### config.mk
export PLATFORM = sky130hd
export DESIGN_NAME = clk_period_monitor
export DESIGN_NICKNAME = d
export VERILOG_FILES = /design/src/rtl/clk_mon_pkg.sv /design/src/rtl/mon_sync_edge.sv /design/src/rtl/clk_period_monitor.sv
export SDC_FILE = /design/constraint.sdc
export NUM_CORES = 1
export LEC_CHECK = 0
export BUFFER_PORTS_ARGS = -buffer_cell sky130_fd_sc_hd__buf_2
export CAP_MARGIN = 20
export CORE_MARGIN = 5
export CORE_UTILIZATION = 55
export CTS_CLUSTER_DIAMETER = 200
export CTS_CLUSTER_SIZE = 25
export DETAILED_ROUTE_END_ITERATION = 16
export GPL_ROUTABILITY_DRIVEN = 0
export PLACE_DENSITY = 0.78
export SLEW_MARGIN = 15
export SYNTH_ARGS = -nofsm -noshare
export SYNTH_HDL_FRONTEND = slang
export SYNTH_HIERARCHICAL = 1
export SYNTH_SLANG_ARGS = --single-unit
export TNS_END_PERCENT = 1
### constraint.sdc
create_clock -name clk -period 2.85 [get_ports clk]
set_input_delay 0.285 -clock clk [delete_from_list [all_inputs] [get_ports clk]]
set_output_delay 0.285 -clock clk [all_outputs]
set_load 0.02 [all_outputs]
### src/rtl/clk_mon_pkg.sv
// Shared types and constants for the hub clock period monitors.
// Holds the monitor FSM encoding and the nominal period of every hub output.
package clk_mon_pkg;

  typedef enum logic [1:0] {
    IDLE,
    MEASURE,
    STALL
  } mon_state_e;

  // Nominal hub output periods in 50 MHz fundamental-clock cycles.
  localparam int unsigned P_5MHZ   = 10;
  localparam int unsigned P_1MHZ   = 50;
  localparam int unsigned P_100KHZ = 500;
  localparam int unsigned P_10KHZ  = 5_000;
  localparam int unsigned P_1KHZ   = 50_000;
  localparam int unsigned P_100HZ  = 500_000;
  localparam int unsigned P_10HZ   = 5_000_000;
  localparam int unsigned P_1HZ    = 50_000_000;

  // Lower acceptance bound, clamped at zero when the tolerance exceeds the period.
  function automatic int unsigned lower_bound(input int unsigned exp_period,
                                              input int unsigned tolerance);
    return (tolerance > exp_period) ? 0 : exp_period - tolerance;
  endfunction

endpackage

### src/rtl/mon_sync_edge.sv
// Two-flop synchronizer for the monitored clock plus a rising-edge detector.
// level_o is the synchronized level; rise_o is high for one clk cycle per edge.
module mon_sync_edge (
  input  logic clk,
  input  logic rst_n,
  input  logic async_i,
  output logic level_o,
  output logic rise_o
);

  logic sync1_q, sync2_q, sync3_q;

  // NOTE: non-blocking assignments so each stage samples the previous stage's old value.
  always_ff @(posedge clk) begin
    if (!rst_n) begin
      sync1_q <= 1'b0;
      sync2_q <= 1'b0;
      sync3_q <= 1'b0;
    end else begin
      sync1_q <= async_i;
      sync2_q <= sync1_q;
      sync3_q <= sync2_q;
    end
  end

  assign level_o = sync2_q;
  assign rise_o  = sync2_q & ~sync3_q;

endmodule

### src/rtl/clk_period_monitor.sv
// Measures rising-edge to rising-edge period of mon_clk in clk cycles, flags
// short/long/missing periods and declares lock. CLK_PERIOD_MONITOR_DUTY_EN adds high-time checking.
module clk_period_monitor
  import clk_mon_pkg::*;
#(
  parameter int unsigned CNT_W      = 32,
  parameter int unsigned EXP_PERIOD = 10,
  parameter int unsigned TOLERANCE  = 0,
  parameter int unsigned LOCK_COUNT = 4,
  parameter int unsigned ERR_W      = 16
) (
  input  logic             clk,
  input  logic             rst_n,
  input  logic             mon_clk,
  output logic [CNT_W-1:0] period,
  output logic             period_valid,
  output logic             too_fast,
  output logic             too_slow,
  output logic             stalled,
  output logic             locked,
  output logic [ERR_W-1:0] err_cnt
`ifdef CLK_PERIOD_MONITOR_DUTY_EN
  ,
  output logic [CNT_W-1:0] high_time,
  output logic             duty_bad
`endif
);

  localparam int unsigned RUN_W = $clog2(LOCK_COUNT + 1);
  localparam logic [CNT_W-1:0] LO_LIM    = CNT_W'(lower_bound(EXP_PERIOD, TOLERANCE));
  localparam logic [CNT_W-1:0] HI_LIM    = CNT_W'(EXP_PERIOD + TOLERANCE);
  localparam logic [CNT_W-1:0] STALL_LIM = CNT_W'(2 * EXP_PERIOD + TOLERANCE);
  localparam logic [CNT_W-1:0] CNT_ONE   = CNT_W'(1);
  localparam logic [ERR_W-1:0] ERR_ONE   = ERR_W'(1);
  localparam logic [RUN_W-1:0] RUN_ONE   = RUN_W'(1);
  localparam logic [RUN_W-1:0] RUN_MAX   = RUN_W'(LOCK_COUNT);

  logic level, rise;

  mon_sync_edge u_sync (
    .clk    (clk),
    .rst_n  (rst_n),
    .async_i(mon_clk),
    .level_o(level),
    .rise_o (rise)
  );

  mon_state_e       state_q, state_d;
  logic [CNT_W-1:0] cnt_q, cnt_d, period_q, period_d, cnt_inc;
  logic [ERR_W-1:0] err_q, err_d, err_inc;
  logic [RUN_W-1:0] run_q, run_d, run_inc;
  logic valid_q, valid_d, fast_q, fast_d, slow_q, slow_d;
  logic stalled_q, stalled_d, locked_q, locked_d;
  logic fast_now, slow_now, period_upd;

  assign fast_now   = cnt_q < LO_LIM;
  assign slow_now   = cnt_q > HI_LIM;
  assign period_upd = (state_q == MEASURE) && rise;
  assign cnt_inc    = (&cnt_q) ? cnt_q : cnt_q + CNT_ONE;
  assign err_inc    = (&err_q) ? err_q : err_q + ERR_ONE;
  assign run_inc    = (run_q == RUN_MAX) ? run_q : run_q + RUN_ONE;

  // NOTE: every signal gets a default first so no path through the case infers a latch.
  always_comb begin
    state_d   = state_q;
    cnt_d     = cnt_q;
    period_d  = period_q;
    valid_d   = 1'b0;
    fast_d    = fast_q;
    slow_d    = slow_q;
    stalled_d = stalled_q;
    locked_d  = locked_q;
    run_d     = run_q;
    err_d     = err_q;
    case (state_q)
      IDLE: begin
        if (rise) begin
          cnt_d   = CNT_ONE;
          state_d = MEASURE;
        end
      end
      MEASURE: begin
        // An edge on the timeout cycle wins over the stall.
        if (rise) begin
          period_d = cnt_q;
          valid_d  = 1'b1;
          fast_d   = fast_now;
          slow_d   = slow_now;
          cnt_d    = CNT_ONE;
          if (fast_now || slow_now) begin
            run_d    = '0;
            locked_d = 1'b0;
            err_d    = err_inc;
          end else begin
            run_d    = run_inc;
            locked_d = (run_inc == RUN_MAX);
          end
        end else if (cnt_q >= STALL_LIM) begin
          state_d   = STALL;
          stalled_d = 1'b1;
          locked_d  = 1'b0;
          run_d     = '0;
          err_d     = err_inc;
        end else begin
          cnt_d = cnt_inc;
        end
      end
      STALL: begin
        if (rise) begin
          cnt_d     = CNT_ONE;
          stalled_d = 1'b0;
          state_d   = MEASURE;
        end
      end
      default: state_d = IDLE;
    endcase
  end

  always_ff @(posedge clk) begin
    if (!rst_n) begin
      state_q   <= IDLE;
      cnt_q     <= '0;
      period_q  <= '0;
      valid_q   <= 1'b0;
      fast_q    <= 1'b0;
      slow_q    <= 1'b0;
      stalled_q <= 1'b0;
      locked_q  <= 1'b0;
      run_q     <= '0;
      err_q     <= '0;
    end else begin
      state_q   <= state_d;
      cnt_q     <= cnt_d;
      period_q  <= period_d;
      valid_q   <= valid_d;
      fast_q    <= fast_d;
      slow_q    <= slow_d;
      stalled_q <= stalled_d;
      locked_q  <= locked_d;
      run_q     <= run_d;
      err_q     <= err_d;
    end
  end

  assign period       = period_q;
  assign period_valid = valid_q;
  assign too_fast     = fast_q;
  assign too_slow     = slow_q;
  assign stalled      = stalled_q;
  assign locked       = locked_q;
  assign err_cnt      = err_q;

`ifdef CLK_PERIOD_MONITOR_DUTY_EN
  localparam logic [CNT_W-1:0] DUTY_LIM = CNT_W'(TOLERANCE + 1);

  logic [CNT_W-1:0] hi_q, hi_d, high_time_q, high_time_d, half_per, hi_diff;
  logic             duty_bad_q, duty_bad_d;

  // hi_q counts synchronized-high cycles in the same window cnt_q counts.
  always_comb begin
    hi_d        = hi_q;
    high_time_d = high_time_q;
    duty_bad_d  = duty_bad_q;
    half_per    = cnt_q >> 1;
    hi_diff     = (hi_q > half_per) ? hi_q - half_per : half_per - hi_q;
    if (rise) begin
      hi_d = CNT_ONE;
    end else if (level && !(&hi_q)) begin
      hi_d = hi_q + CNT_ONE;
    end
    if (period_upd) begin
      high_time_d = hi_q;
      duty_bad_d  = hi_diff > DUTY_LIM;
    end
  end

  always_ff @(posedge clk) begin
    if (!rst_n) begin
      hi_q        <= '0;
      high_time_q <= '0;
      duty_bad_q  <= 1'b0;
    end else begin
      hi_q        <= hi_d;
      high_time_q <= high_time_d;
      duty_bad_q  <= duty_bad_d;
    end
  end

  assign high_time = high_time_q;
  assign duty_bad  = duty_bad_q;
`else
  logic unused_level;
  assign unused_level = level;
`endif

endmodule

; After elaboration in Yosys (flattened, before gate mapping)
; Cells that the tools add are included.
[totals]
wordCells = 72
in_bits = 3
reg_bits = 93
out_inout_bits = 53
[op_classes]
order_cmp = 3
eq_ne = 11
muxes = 25
add_sub_neg = 3
reduce_logical = 15
bitwise_logic = 2
[ops]
columns = cell, count
row1 = 32-bit two-way mux, 4
row2 = 16-bit two-way mux, 4
row3 = 32-bit case mux with 2 select lines, 1
row4 = "32-bit by 1-bit adder with 32-bit output, second input constant", 1
row5 = "32-bit by 5-bit >= comparator with 1-bit output, second input constant", 1
row6 = "32-bit by 4-bit > comparator with 1-bit output, second input constant", 1
row7 = "32-bit by 4-bit less-than comparator with 1-bit output, second input constant", 1
row8 = 32-bit AND reduction, 1
row9 = "16-bit by 1-bit adder with 16-bit output, second input constant", 1
row10 = 16-bit AND reduction, 1
row11 = 3-bit two-way mux, 4
row12 = 4-bit AND reduction, 2
row13 = 1-bit two-way mux, 7
row14 = "3-bit equality test, second input constant", 2
row15 = 2-bit two-way mux, 3
row16 = "2-bit by 1-bit != test with 1-bit output, second input constant", 3
row17 = "3-bit != test, second input constant", 2
row18 = 2-bit AND reduction, 3
row19 = 3-bit AND reduction, 2
row20 = 2-bit nonzero test, 3
row21 = "2-bit != test, second input constant", 2
row22 = 2-bit case mux with 2 select lines, 1
row23 = "3-bit by 1-bit adder with 3-bit output, second input constant", 1
row24 = "2-bit by 1-bit equality test with 1-bit output, second input constant", 1
row25 = other kinds (7), 7

; Depth between registers and ports, before layout
; Gate-level depths: netlist of the first run.
[logic_depth]
depth_word = 5
depth_mapped = 8
mapped_depth_nobuf = 7

; Hierarchy
; Netlist of the first run, hierarchy kept.
[by_module_without_submodules]
columns = module, area_each_um2, instances, cells_each
row1 = clk_period_monitor, 3877.5, 1, 462
row2 = mon_sync_edge, 92.6, 1, 7

; Worst setup path after synthesis of the first run
; No wires, ideal clock.
[synth_path]
path_kind = register to register
start = reg err_q[0] (netlist: err_cnt[0])
end = reg err_q[6] (netlist: err_cnt[6])
synth_period_minus_slack_ps = 2062
stages_incl_launch_ff = 8
setup_ps = 129
slack_ps = 788
t_arrival_ps = 1933
required_ps = 2721
path_cell_list = dfxtp_1 > ha_1 > nand2_1 > or4_1 > o21ai_1 > clkbuf_4 > nor4_1 > mux2i_1
[synth_between]
elab_chain_len = 4
word_cells_on_any_way = 6
cone_classes = add/sub: 1 / mux: 4 / reduce/logical: 1
[synth_lines]
columns = element, line
row1 = "start, declared", clk_period_monitor.sv:50  ; logic [ERR_W-1:0] err_q, err_d, err_inc;
row2 = "start signal, assigned", clk_period_monitor.sv:141  ; err_q <= err_d;
row3 = 16-bit by 1-bit adder with 16-bit output or 16-bit AND reduction (tied branches), clk_period_monitor.sv:60  ; assign err_inc = (&err_q) ? err_q : err_q + ERR_ONE;
row4 = 16-bit two-way mux (*), clk_period_monitor.sv:60
row5 = "16-bit two-way mux, on equally long branches", "clk_period_monitor.sv:98, clk_period_monitor.sv:90"
row6 = 16-bit two-way mux (*), clk_period_monitor.sv:84  ; if (rise) begin
; Mark *: on every way between the ends. The rest lies on a longest branch, timed or not. The select of a mux whose other input is x is not followed.
; A chain may end at the register's enable or synchronous reset.

; Worst setup path after layout of the first run
[layout_path]
start = reg cnt_q[19]
end = reg cnt_q[12]
[layout_between]
elab_chain_len = 3
word_cells_on_any_way = 5
cone_classes = order compare: 1 / eq/ne: 2 / reduce/logical: 2
[layout_lines]
columns = element, line
row1 = "start, declared", clk_period_monitor.sv:49  ; logic [CNT_W-1:0] cnt_q, cnt_d, period_q, period_d, cnt_inc;
row2 = "start signal, assigned", clk_period_monitor.sv:133  ; cnt_q <= cnt_d;
row3 = 32-bit by 5-bit >= comparator with 1-bit output or 32-bit AND reduction (tied branches), "clk_period_monitor.sv:98, clk_period_monitor.sv:59"
row4 = 3-bit != test (no line), n/a
row5 = 4-bit AND reduction (no line) (*), n/a
; Mark *: on every way between the ends. The rest lies on a longest branch, timed or not.

==> impl_metrics.env, run 1 <==
export IMPL_outcome="complete, no violations"
export IMPL_coreArea_um2=7140
export IMPL_reg2regPathDepth=5
export IMPL_power_density_nw_per_um2=541
export IMPL_cts_made_buffers=9
export IMPL_period_minus_slack_ps=2280
export IMPL_port_buffers=55
export IMPL_grt_ovfl_total=0
export IMPL_ctsHtreeMaxLevel=3
export IMPL_dieArea_um2=9020
export IMPL_synth_edff_count=0
export IMPL_syn_inst=469
export IMPL_synth_flop_cell="dfxtp_1"
export IMPL_cp_arrival_ps=2500
export IMPL_routedWlPerCell_um=14.8
export IMPL_slowest_delay_ps=590
export IMPL_ios=56
export IMPL_die_h_um=95.0
export IMPL_intPower_uw=1920
export IMPL_synth_async_reset_ratio_pct=0
export IMPL_yosysUniqueCellTypes=56
export IMPL_min_path_cells=2
export IMPL_die_w_um=95.0
export IMPL_worst_slew_pin_slew_ps=692
export IMPL_relSlewSlack_pct=53.9
export IMPL_grt_pass1_vias=3239
export IMPL_drt_pre_antenna_iters=4
export IMPL_vias=3574
export IMPL_grt_pass1_wl_um=15200
export IMPL_sw_frac_of_total_pct=22.1
export IMPL_dpl_cell_area_um2=4300
export IMPL_clk_pin_slew_ps=90
export IMPL_wl_um=9160
export IMPL_initial_core_util_pct=55.6
export IMPL_antenna_found_initial=0
export IMPL_drt_iter0_markers=281
export IMPL_rows=31
export IMPL_diodes=0
export IMPL_ant_nets=0
export IMPL_holdPathEnd="u_sync/sync1_q$_SDFF_PN0_"
export IMPL_cts_buffer_depth=2
export IMPL_cts_root_buffer="clkbuf_8"
export IMPL_drive_gt1_share_pct=19.0
export IMPL_crit_reg2reg_launch="cnt_q[19]$_SDFFE_PN0P_"
export IMPL_hold_buffers=0
export IMPL_synth_common_cells="nand2_1 (94), dfxtp_1 (93), a21oi_1 (58)"
export IMPL_clock_latency_ps=370
export IMPL_finalSetupViolCount=0
export IMPL_fin_crit_sh_pct=80.2
export IMPL_ctsResizeCount=0
export IMPL_synth_area_leaders="dfxtp_1 (47%), nand2_1 (8.9%), a21oi_1 (7.3%)"
export IMPL_cp_end_kind="flop"
export IMPL_path_cells="nand3_1 -> nor4_1 -> and4_1 -> a211o_1 -> a21boi_0"
export IMPL_yosysTopAreaCellShare_pct=46.9
export IMPL_path_max_fanout=25
export IMPL_ir_worst_vdd_mv=0.310
export IMPL_timing_critical_path_from="cnt_q[19]$_SDFFE_PN0P_"
export IMPL_numClockSinks=93
export IMPL_final_area_um2=4540
export IMPL_switchingPower_uw=543
export IMPL_synth_largest_area_cell="dfxtp_1"
export IMPL_pwr_share_clk_pct=43.6
export IMPL_skew_ps=14.5
export IMPL_grtUsageTotal_pct=21.3
export IMPL_max_freq_mhz=438
export IMPL_hp_class="primary input to flop"
export IMPL_hpwl_um=6370
export IMPL_ys_ff_latch=93
export IMPL_crit_path_top_delay_cell="a211o_1"
export IMPL_postCtsSetupBuffers=0
export IMPL_p_comb_share_pct=3.2
export IMPL_yosys_warnings=6
export IMPL_avgSynthCellArea_um2=8.46
export IMPL_grt_setup_unrepaired="false"
export IMPL_max_cap_violations=0
export IMPL_p_leak_uw=0.00169
export IMPL_fin_tns_setup_ps=0
export IMPL_start_kind="flop"
export IMPL_worstHoldStart="mon_clk"
export IMPL_area_growth_pct=14.5
export IMPL_vias_per_cell=5.76
export IMPL_finalHoldViolCount=0
export IMPL_pwr_share_seq_pct=53.2
export IMPL_rrSetupSlack_ps=570
export IMPL_critical_path_required_ps=3060
export IMPL_grt_max_degree=51
export IMPL_fin_nets=525
export IMPL_synthesis_nets=477
export IMPL_cts_tree="yes"
export IMPL_r2r_end="cnt_q[12]$_SDFFE_PN0P_"
export IMPL_ys_seq_area_share_pct=46.9
export IMPL_drc_errors=0
export IMPL_synth_most_common_cell="nand2_1"
export IMPL_critPathKind="flop to flop"
export IMPL_drv_slew=0
export IMPL_syn_area_um2=3970
[cell families (layout without fill, tap and decap cells)]
family	after synthesis	after routing	synth area share (%)
multiplexers	6	6	1.51
flip-flops	93	93	46.9
AO/OA/AOI/OAI	120	120	18.7
buffers and inverters	41	94	4.85
adder cells (fa/ha/maj)	5	5	1.58
AND/OR/NAND/NOR	204	204	26.5
[how the worst max path moves through the flow]
stage	to	slack (ps)
after floorplan	err_cnt[6]$_SDFFE_PN0P_	790
after global placement	err_cnt[4]$_SDFFE_PN0P_	660
after global routing	cnt_q[12]$_SDFFE_PN0P_	340
after detailed placement	err_cnt[1]$_SDFFE_PN0P_	620
after CTS	cnt_q[12]$_SDFFE_PN0P_	570
final	cnt_q[12]$_SDFFE_PN0P_	570
[layout by cell type, fill, tap and decap left out, types with 3 or more instances in the layout]
| cell | n |
|---|---|
| nor3_1 | 8 |
| nand4_1 | 14 |
| o21ai_0 | 14 |
| or4_1 | 4 |
| buf_4 | 10 |
| nand2b_1 | 6 |
| and2_1 | 7 |
| nor4_1 | 14 |
| a21boi_0 | 15 |
| buf_2 | 55 |
| ha_1 | 5 |
| mux2i_1 | 6 |
| inv_1 | 12 |
| clkbuf_8 | 9 |
| or4_2 | 3 |
| dfxtp_1 | 93 |
| bufinv_16 | 3 |
| or3_2 | 5 |
| nand3_1 | 11 |
| nand2_1 | 94 |
| and4_1 | 4 |
| a21oi_1 | 58 |
| nor2_1 | 16 |
| o31ai_1 | 7 |
| and3_1 | 5 |
| o22ai_1 | 3 |
| a31oi_1 | 6 |
[cell type report]
type / count / area (µm²)
clock buffers: 10 / 128
clock inverters: 6 / 116
fillers: 626 / 2590
inverters: 13 / 48.8
multi-input cells: 335 / 1920
flip-flops and latches: 93 / 1860
well taps: 99 / 124
repair buffers: 65 / 350
[state kept, by name (all words and copies together) (netlist names)]
name and cells:
cnt_q 32, period 32, err_cnt 16, run_q 3
state_q 2, locked 1, period_valid 1, stalled 1
too_fast 1, too_slow 1, u_sync/level_o 1, u_sync/sync1_q 1
u_sync/sync3_q 1
[layer usage]
metal,share of wire (%),vias up,track usage [%]
met5,0,-,0
met4,1.8,0,8.65
met3,5.7,14,5.74
met2,47,107,33.2
met1,46,1675,28.1
li1,-,1778,-
[power groups by stage]
stage / registers (µW) / logic, µW / clock network (µW)
2_1_floorplan: 1340 / 61.8 / 0
3_3_place_gp: 1340 / 74.8 / 0
3_5_place_dp: 1340 / 77.0 / 0
4_1_cts: 1310 / 77.5 / 1090
5_1_grt: 1310 / 86.4 / 1140
6_report: 1310 / 79.0 / 1070
[worst max-delay path, delay by kind of cell (launching register included)]
| kind | cells | cell delay, ps |
|---|---|---|
| AOI/OAI and AO/OA | 2 | 830 |
| and+or+nand+nor | 3 | 860 |
| DFF | 1 | 430 |
[per-stage QoR]
step	hold slack (ps)	utilization, %	cells	total power, µW	worst slack (ps)
2_1_floorplan	406	-	469	1400	788
3_3_place_gp	409	60.3	605	1410	660
3_5_place_dp	417	60.3	605	1420	624
4_1_cts	118	63.7	621	2470	566
5_1_grt	136	63.7	621	2540	337
6_report	138	63.7	621	2460	565
No activity file was read; power rests on OpenSTA's default activity.
==> run 2, diff against run 1 <==
Settings changed: CORE_UTILIZATION 55 to 51, PLACE_DENSITY 0.78 to 0.76.
Clock period 2.85 ns to 1.9 ns, I/O delays scaled along.
==> run 2 against run 1 <==
Compared with the run above: the run now ends with setup timing left; register-to-register slack worse by 600 ps; worst setup slack got worse by 600 ps; combinational power rose by 100%; final area grew 14%; die area increased by 7.0%; via count grew 7.6%; global-route usage hardly changed; non-clock buffer count rose by 63; count of clock-buffer cells in the layout unchanged; largest cell class unchanged.
==> impl_metrics.env, run 2 (synthesized netlist as in run 1, its figures left out) <==
export IMPL_drc_errors=0
export IMPL_layout_commonest_cell="nand2_1"
export IMPL_holdWs_ps=30.8
export IMPL_clock_latency_ps=370
export IMPL_start_kind="flop"
export IMPL_port_buffers=55
export IMPL_dieArea_um2=9650
export IMPL_fillerInstances=652
export IMPL_cp_top_family="simple AND/OR/NAND/NOR gates"
export IMPL_drive_gt1_share_pct=32.1
export IMPL_crit_path_top_delay_cell="or4_2"
export IMPL_skew_ps=12.3
export IMPL_die_h_um=98.2
export IMPL_critical_path_required_ps=2190
export IMPL_power_density_nw_per_um2=668
export IMPL_wl_um=10200
export IMPL_rows=32
export IMPL_drt_iter0_markers=224
export IMPL_max_freq_mhz=518
export IMPL_initial_core_util_pct=51.9
export IMPL_hp_class="primary input to flop"
export IMPL_relSlewSlack_pct=62.1
export IMPL_p_leak_uw=0.00205
export IMPL_ios=56
export IMPL_critPathKind="flop to flop"
export IMPL_ctsHtreeMaxLevel=3
export IMPL_cts_made_buffers=9
export IMPL_vias_per_cell=5.60
export IMPL_hpwl_um=7010
export IMPL_numClockSinks=93
export IMPL_path_max_fanout=27
export IMPL_area_growth_pct=30.3
export IMPL_drv_slew=0
export IMPL_ant_nets=0
export IMPL_fin_crit_sh_pct=102
export IMPL_max_cap_violations=0
export IMPL_violations="setup timing"
export IMPL_ir_worst_vdd_mv=0.432
export IMPL_path_cells="o21a_1 -> or3_4 -> a211oi_4 -> buf_12 -> or4_2 -> a21oi_1"
export IMPL_cts_root_buffer="clkbuf_8"
export IMPL_diodes=0
export IMPL_cts_buffer_depth=2
export IMPL_coreArea_um2=7650
export IMPL_slowest_delay_ps=640
export IMPL_hold_buffers=0
export IMPL_regArea_um2=1870
export IMPL_cts_tree="yes"
export IMPL_routedWlPerCell_um=14.8
export IMPL_grt_pass1_vias=3796
export IMPL_clk_pin_slew_ps=90
export IMPL_multi_input_area_um2=2050
export IMPL_fin_tns_setup_ps=-188
export IMPL_worst_slew_pin_slew_ps=568
export IMPL_antenna_found_initial=0
export IMPL_grt_setup_unrepaired="true"
export IMPL_layout_setup_ws_ps=-31.7
export IMPL_grtUsageTotal_pct=21.3
export IMPL_grt_pass1_wl_um=17400
export IMPL_finalSetupViolCount=12
export IMPL_crit_buf_inv=1
export IMPL_period_minus_slack_ps=1930
export IMPL_die_w_um=98.2
export IMPL_final_cell_mix="nand2_1 (94), dfxtp_1 (86), buf_4 (67), buf_2 (55), a21oi_1 (54)"
export IMPL_grt_ovfl_total=0
export IMPL_fin_nets=588
export IMPL_vias=3847
export IMPL_cp_arrival_ps=2230
export IMPL_outcome="complete, but fails checks"
export IMPL_drt_pre_antenna_iters=4
export IMPL_cp_end_kind="flop"
export IMPL_grt_max_degree=51
export IMPL_finalHoldViolCount=0
[run 2: cell types whose count changed in the layout (fill, tap and decap cells not counted), moves of 3 or more]
cell | previous run | this run
buf_4 | 10 | 67
a21boi_0 | 15 | 4
a21boi_1 | 0 | 11
nor4_1 | 14 | 5
nor4_2 | 0 | 8
dfxtp_1 | 93 | 86
dfxtp_2 | 0 | 7
a21oi_1 | 58 | 54
a21oi_2 | 0 | 4
buf_12 | 0 | 3
[run 2: layout make-up]
type | count | share of cell area (%)
multi-input cells | 335 | 39.7
clock inverters | 6 | 1.35
repair buffers | 128 | 16.9
clock buffers | 10 | 2.47
inverters | 13 | 0.943
well taps | 102 | 2.47
flip-flops and latches | 93 | 36.2
[run 2: path summary, 6_finish.rpt]
check / start / slack [ps] / cells after the start / endpoint
worst max-delay path: cnt_q[3]$_SDFFE_PN0P_ / -30 / 6 / err_cnt[7]$_SDFFE_PN0P_
worst min-delay path: mon_clk / 30 / 2 / u_sync/sync1_q$_SDFF_PN0_
worst max register to register: cnt_q[3]$_SDFFE_PN0P_ / -30 / 6 / err_cnt[7]$_SDFFE_PN0P_
worst min register to register: u_sync/sync1_q$_SDFF_PN0_ / 450 / 1 / u_sync/level_o$_SDFF_PN0_
[run 2: metrics by stage]
| stage | util (%) | std cells | setup WS, ps | power (µW) | area, µm² |
|---|---|---|---|---|---|
| floorplan | - | 469 | 3.90 | 2100 | 3990 |
| global placement | 63.0 | 669 | -51.7 | 2150 | 4820 |
| detailed placement | 63.0 | 669 | -62.1 | 2150 | 4820 |
| CTS | 66.8 | 687 | -7.75 | 3470 | 5110 |
| global route | 67.6 | 687 | -92.3 | 3580 | 5170 |
| finish | 67.6 | 687 | -31.7 | 3450 | 5170 |
[run 2: worst reg2reg max path, stage by stage (launching register included)]
cell and delay (ps):
dfxtp_1 440, o21a_1 230, or3_4 180, a211oi_4 60, buf_12 160, or4_2 640, a21oi_1 150
[run 2: timing repair]
item                       4_1_cts  5_1_grt
pin swaps                        7        2
setup buffers                    2        0
setup endpoints to repair       42       51
resized for setup               14       27
[run 2: per-layer routing]
layer | part of all wire [%] | track usage [%] | up-vias
met1 | 44 | 27.0 | 1833
met2 | 49 | 35.7 | 102
met4 | 1.7 | 8.82 | 0
met3 | 4.7 | 4.14 | 15
met5 | 0 | 0 | -
li1 | - | - | 1897
[run 2: where the power goes]
group	switching (µW)	leakage (µW)	internal (µW)	total, µW
Combinational	102	0.00120	57.8	160
Clock	716	0.000101	621	1340
Sequential	3.72	0.000753	1950	1960
==> run 3, diff against run 2 <==
Settings changed: CORE_UTILIZATION 51 to 55, PLACE_DENSITY 0.76 to 0.78.
Clock period 1.9 ns to 2.05 ns, I/O delays scaled along.
==> run 3 against run 2 <==
Compared with the run above: the run now ends clean; register-to-register slack improved by 110 ps; sequential power down 7%; critical path type unchanged; utilization decreased by 0.18 points; sequential share of layout area increased by 2.6 points; total power fell by 9.7%; final area is 6.9% lower; critical endpoint unchanged.
==> impl_metrics.env, run 3 (synthesized netlist as in run 1, its figures left out) <==
export IMPL_outcome="complete, no violations"
export IMPL_crit_top_cell="buf_4"
export IMPL_port_buffers=55
export IMPL_routedWlPerCell_um=14.4
export IMPL_switchingPower_uw=790
export IMPL_grt_max_degree=51
export IMPL_ctsHtreeMaxLevel=3
export IMPL_vias_per_cell=5.63
export IMPL_area_growth_pct=21.3
export IMPL_rrSetupSlack_ps=80
export IMPL_crit_reg2reg_launch="cnt_q[13]$_SDFFE_PN0P_"
export IMPL_p_comb_share_pct=4.3
export IMPL_hold_buffers=0
export IMPL_clk_pin_slew_ps=100
export IMPL_worst_slew_pin_slew_ps=547
export IMPL_grt_pass1_vias=3514
export IMPL_holdPathEnd="u_sync/sync1_q$_SDFF_PN0_"
export IMPL_fin_nets=553
export IMPL_grt_pass1_wl_um=15600
export IMPL_finalHoldViolCount=0
export IMPL_crit_buf_inv=3
export IMPL_critical_path_required_ps=2350
export IMPL_coreArea_um2=7140
export IMPL_period_minus_slack_ps=1970
export IMPL_final_cell_mix="nand2_1 (92), dfxtp_1 (89), a21oi_1 (57), buf_2 (55), buf_4 (34)"
export IMPL_finalSetupViolCount=0
export IMPL_diodes=0
export IMPL_wl_um=9330
export IMPL_cp_arrival_ps=2270
export IMPL_p_total_uw=3120
export IMPL_skew_ps=12.2
export IMPL_start_kind="flop"
export IMPL_hp_class="primary input to flop"
export IMPL_r2r_end="err_cnt[7]$_SDFFE_PN0P_"
export IMPL_slowest_delay_ps=670
export IMPL_vias=3657
export IMPL_cp_top_family="simple AND/OR/NAND/NOR gates"
export IMPL_hpwl_um=6610
export IMPL_p_leak_uw=0.00184
export IMPL_initial_core_util_pct=55.6
export IMPL_cts_root_buffer="clkbuf_8"
export IMPL_path_max_fanout=27
export IMPL_die_w_um=95.0
export IMPL_regArea_um2=1870
export IMPL_max_freq_mhz=508
export IMPL_cts_buffer_depth=2
export IMPL_layout_commonest_cell="nand2_1"
export IMPL_ios=56
export IMPL_worstHoldStart="mon_clk"
export IMPL_crit_path_top_delay_cell="or4_2"
export IMPL_cp_end_kind="flop"
export IMPL_relSlewSlack_pct=63.6
export IMPL_rows=31
export IMPL_intPower_uw=2330
export IMPL_fin_crit_sh_pct=96.0
export IMPL_reg2regPathDepth=8
export IMPL_drt_pre_antenna_iters=4
export IMPL_cts_tree="yes"
export IMPL_post_route_util_pct=67.5
export IMPL_grtUsageTotal_pct=21.5
export IMPL_grt_ovfl_total=0
export IMPL_numClockSinks=93
export IMPL_ctsResizeCount=0
export IMPL_power_density_nw_per_um2=648
export IMPL_drive_gt1_share_pct=26.0
export IMPL_ir_worst_vdd_mv=0.438
export IMPL_cts_made_buffers=9
export IMPL_max_cap_violations=0
export IMPL_drc_errors=0
export IMPL_grt_setup_unrepaired="true"
export IMPL_postCtsSetupBuffers=0
export IMPL_critPathKind="flop to flop"
export IMPL_min_path_cells=2
export IMPL_antenna_found_initial=0
export IMPL_drv_slew=0
export IMPL_dieArea_um2=9020
export IMPL_multi_input_area_um2=1980
export IMPL_clock_latency_ps=370
export IMPL_fillerInstances=636
export IMPL_die_h_um=95.0
export IMPL_pwr_share_clk_pct=37.5
export IMPL_drt_iter0_markers=203
export IMPL_pwr_share_seq_pct=58.2
export IMPL_timing_critical_path_from="cnt_q[13]$_SDFFE_PN0P_"
export IMPL_sw_frac_of_total_pct=25.3
export IMPL_ant_nets=0
export IMPL_path_cells="nor4_2 -> buf_4 -> nand2_2 -> buf_4 -> a211oi_4 -> buf_12 -> or4_2 -> a21oi_2"
[run 3: cell types whose count changed in the layout (fill, tap and decap cells not counted), sizes merged]
cell | previous run | this run
buf | 128 | 93
bufinv | 1 | 0
clkbuf | 10 | 9
clkinv | 4 | 3
clkinvlp | 0 | 1
inv | 14 | 16
[run 3: worst register-to-register path, stage by stage, from the launching register on]
cell and delay (ps):
dfxtp_1 390, nor4_2 70, buf_4 150, nand2_2 120, buf_4 150, a211oi_4 40, buf_12 160, or4_2 670
a21oi_2 160
[run 3: worst max-delay path by stage]
stage,endpoint,cells after the start
after global routing,err_cnt[4]$_SDFFE_PN0P_,8
after floorplan,err_cnt[0]$_SDFFE_PN0P_,7
after global placement,err_cnt[11]$_SDFFE_PN0P_,6
after detailed placement,err_cnt[15]$_SDFFE_PN0P_,6
final,err_cnt[7]$_SDFFE_PN0P_,8
after CTS,cnt_q[5]$_SDFFE_PN0P_,7
[run 3: power by group through the flow]
stage          logic [µW]  clock network [µW]  registers [µW]
6_report              136                1170            1820
5_1_grt               147                1260            1820
4_1_cts               133                1190            1820
3_5_place_dp          132                   0            1860
3_3_place_gp          129                   0            1860
2_1_floorplan        85.9                   0            1860
[run 3: per-stage QoR]
| stage | hold slack [ps] | cells | setup WS (ps) | TNS [ps] | cell area (µm²) |
|---|---|---|---|---|---|
| global route | 42.6 | 649 | -18.5 | -18.5 | 4810 |
| floorplan | 327 | 469 | 84.2 | 0 | 3970 |
| global placement | 416 | 633 | 68.8 | 0 | 4560 |
| CTS | 37.2 | 649 | 0.625 | 0 | 4750 |
| detailed placement | 413 | 633 | 26.9 | 0 | 4560 |
| finish | 44.6 | 649 | 81.5 | 0 | 4810 |
[run 3: metal layers]
layer	share of wire (%)	wire, µm	vias up	track usage (%)
met5	0	0	-	0
met4	1.8	166	0	9.62
met3	6.1	567	15	3.35
met2	46	4290	119	36.1
met1	46	4310	1697	27.1
li1	-	-	1826	-
[run 3: final cells by class]
class	instances	share of cell area (%)
Timing Repair Buffer	93	12.7
Sequential cell	93	38.8
Clock inverter	7	1.35
Multi-Input combinational cell	335	41.0
Tap cell	99	2.57
Clock buffer	9	2.57
Inverter	13	1.01
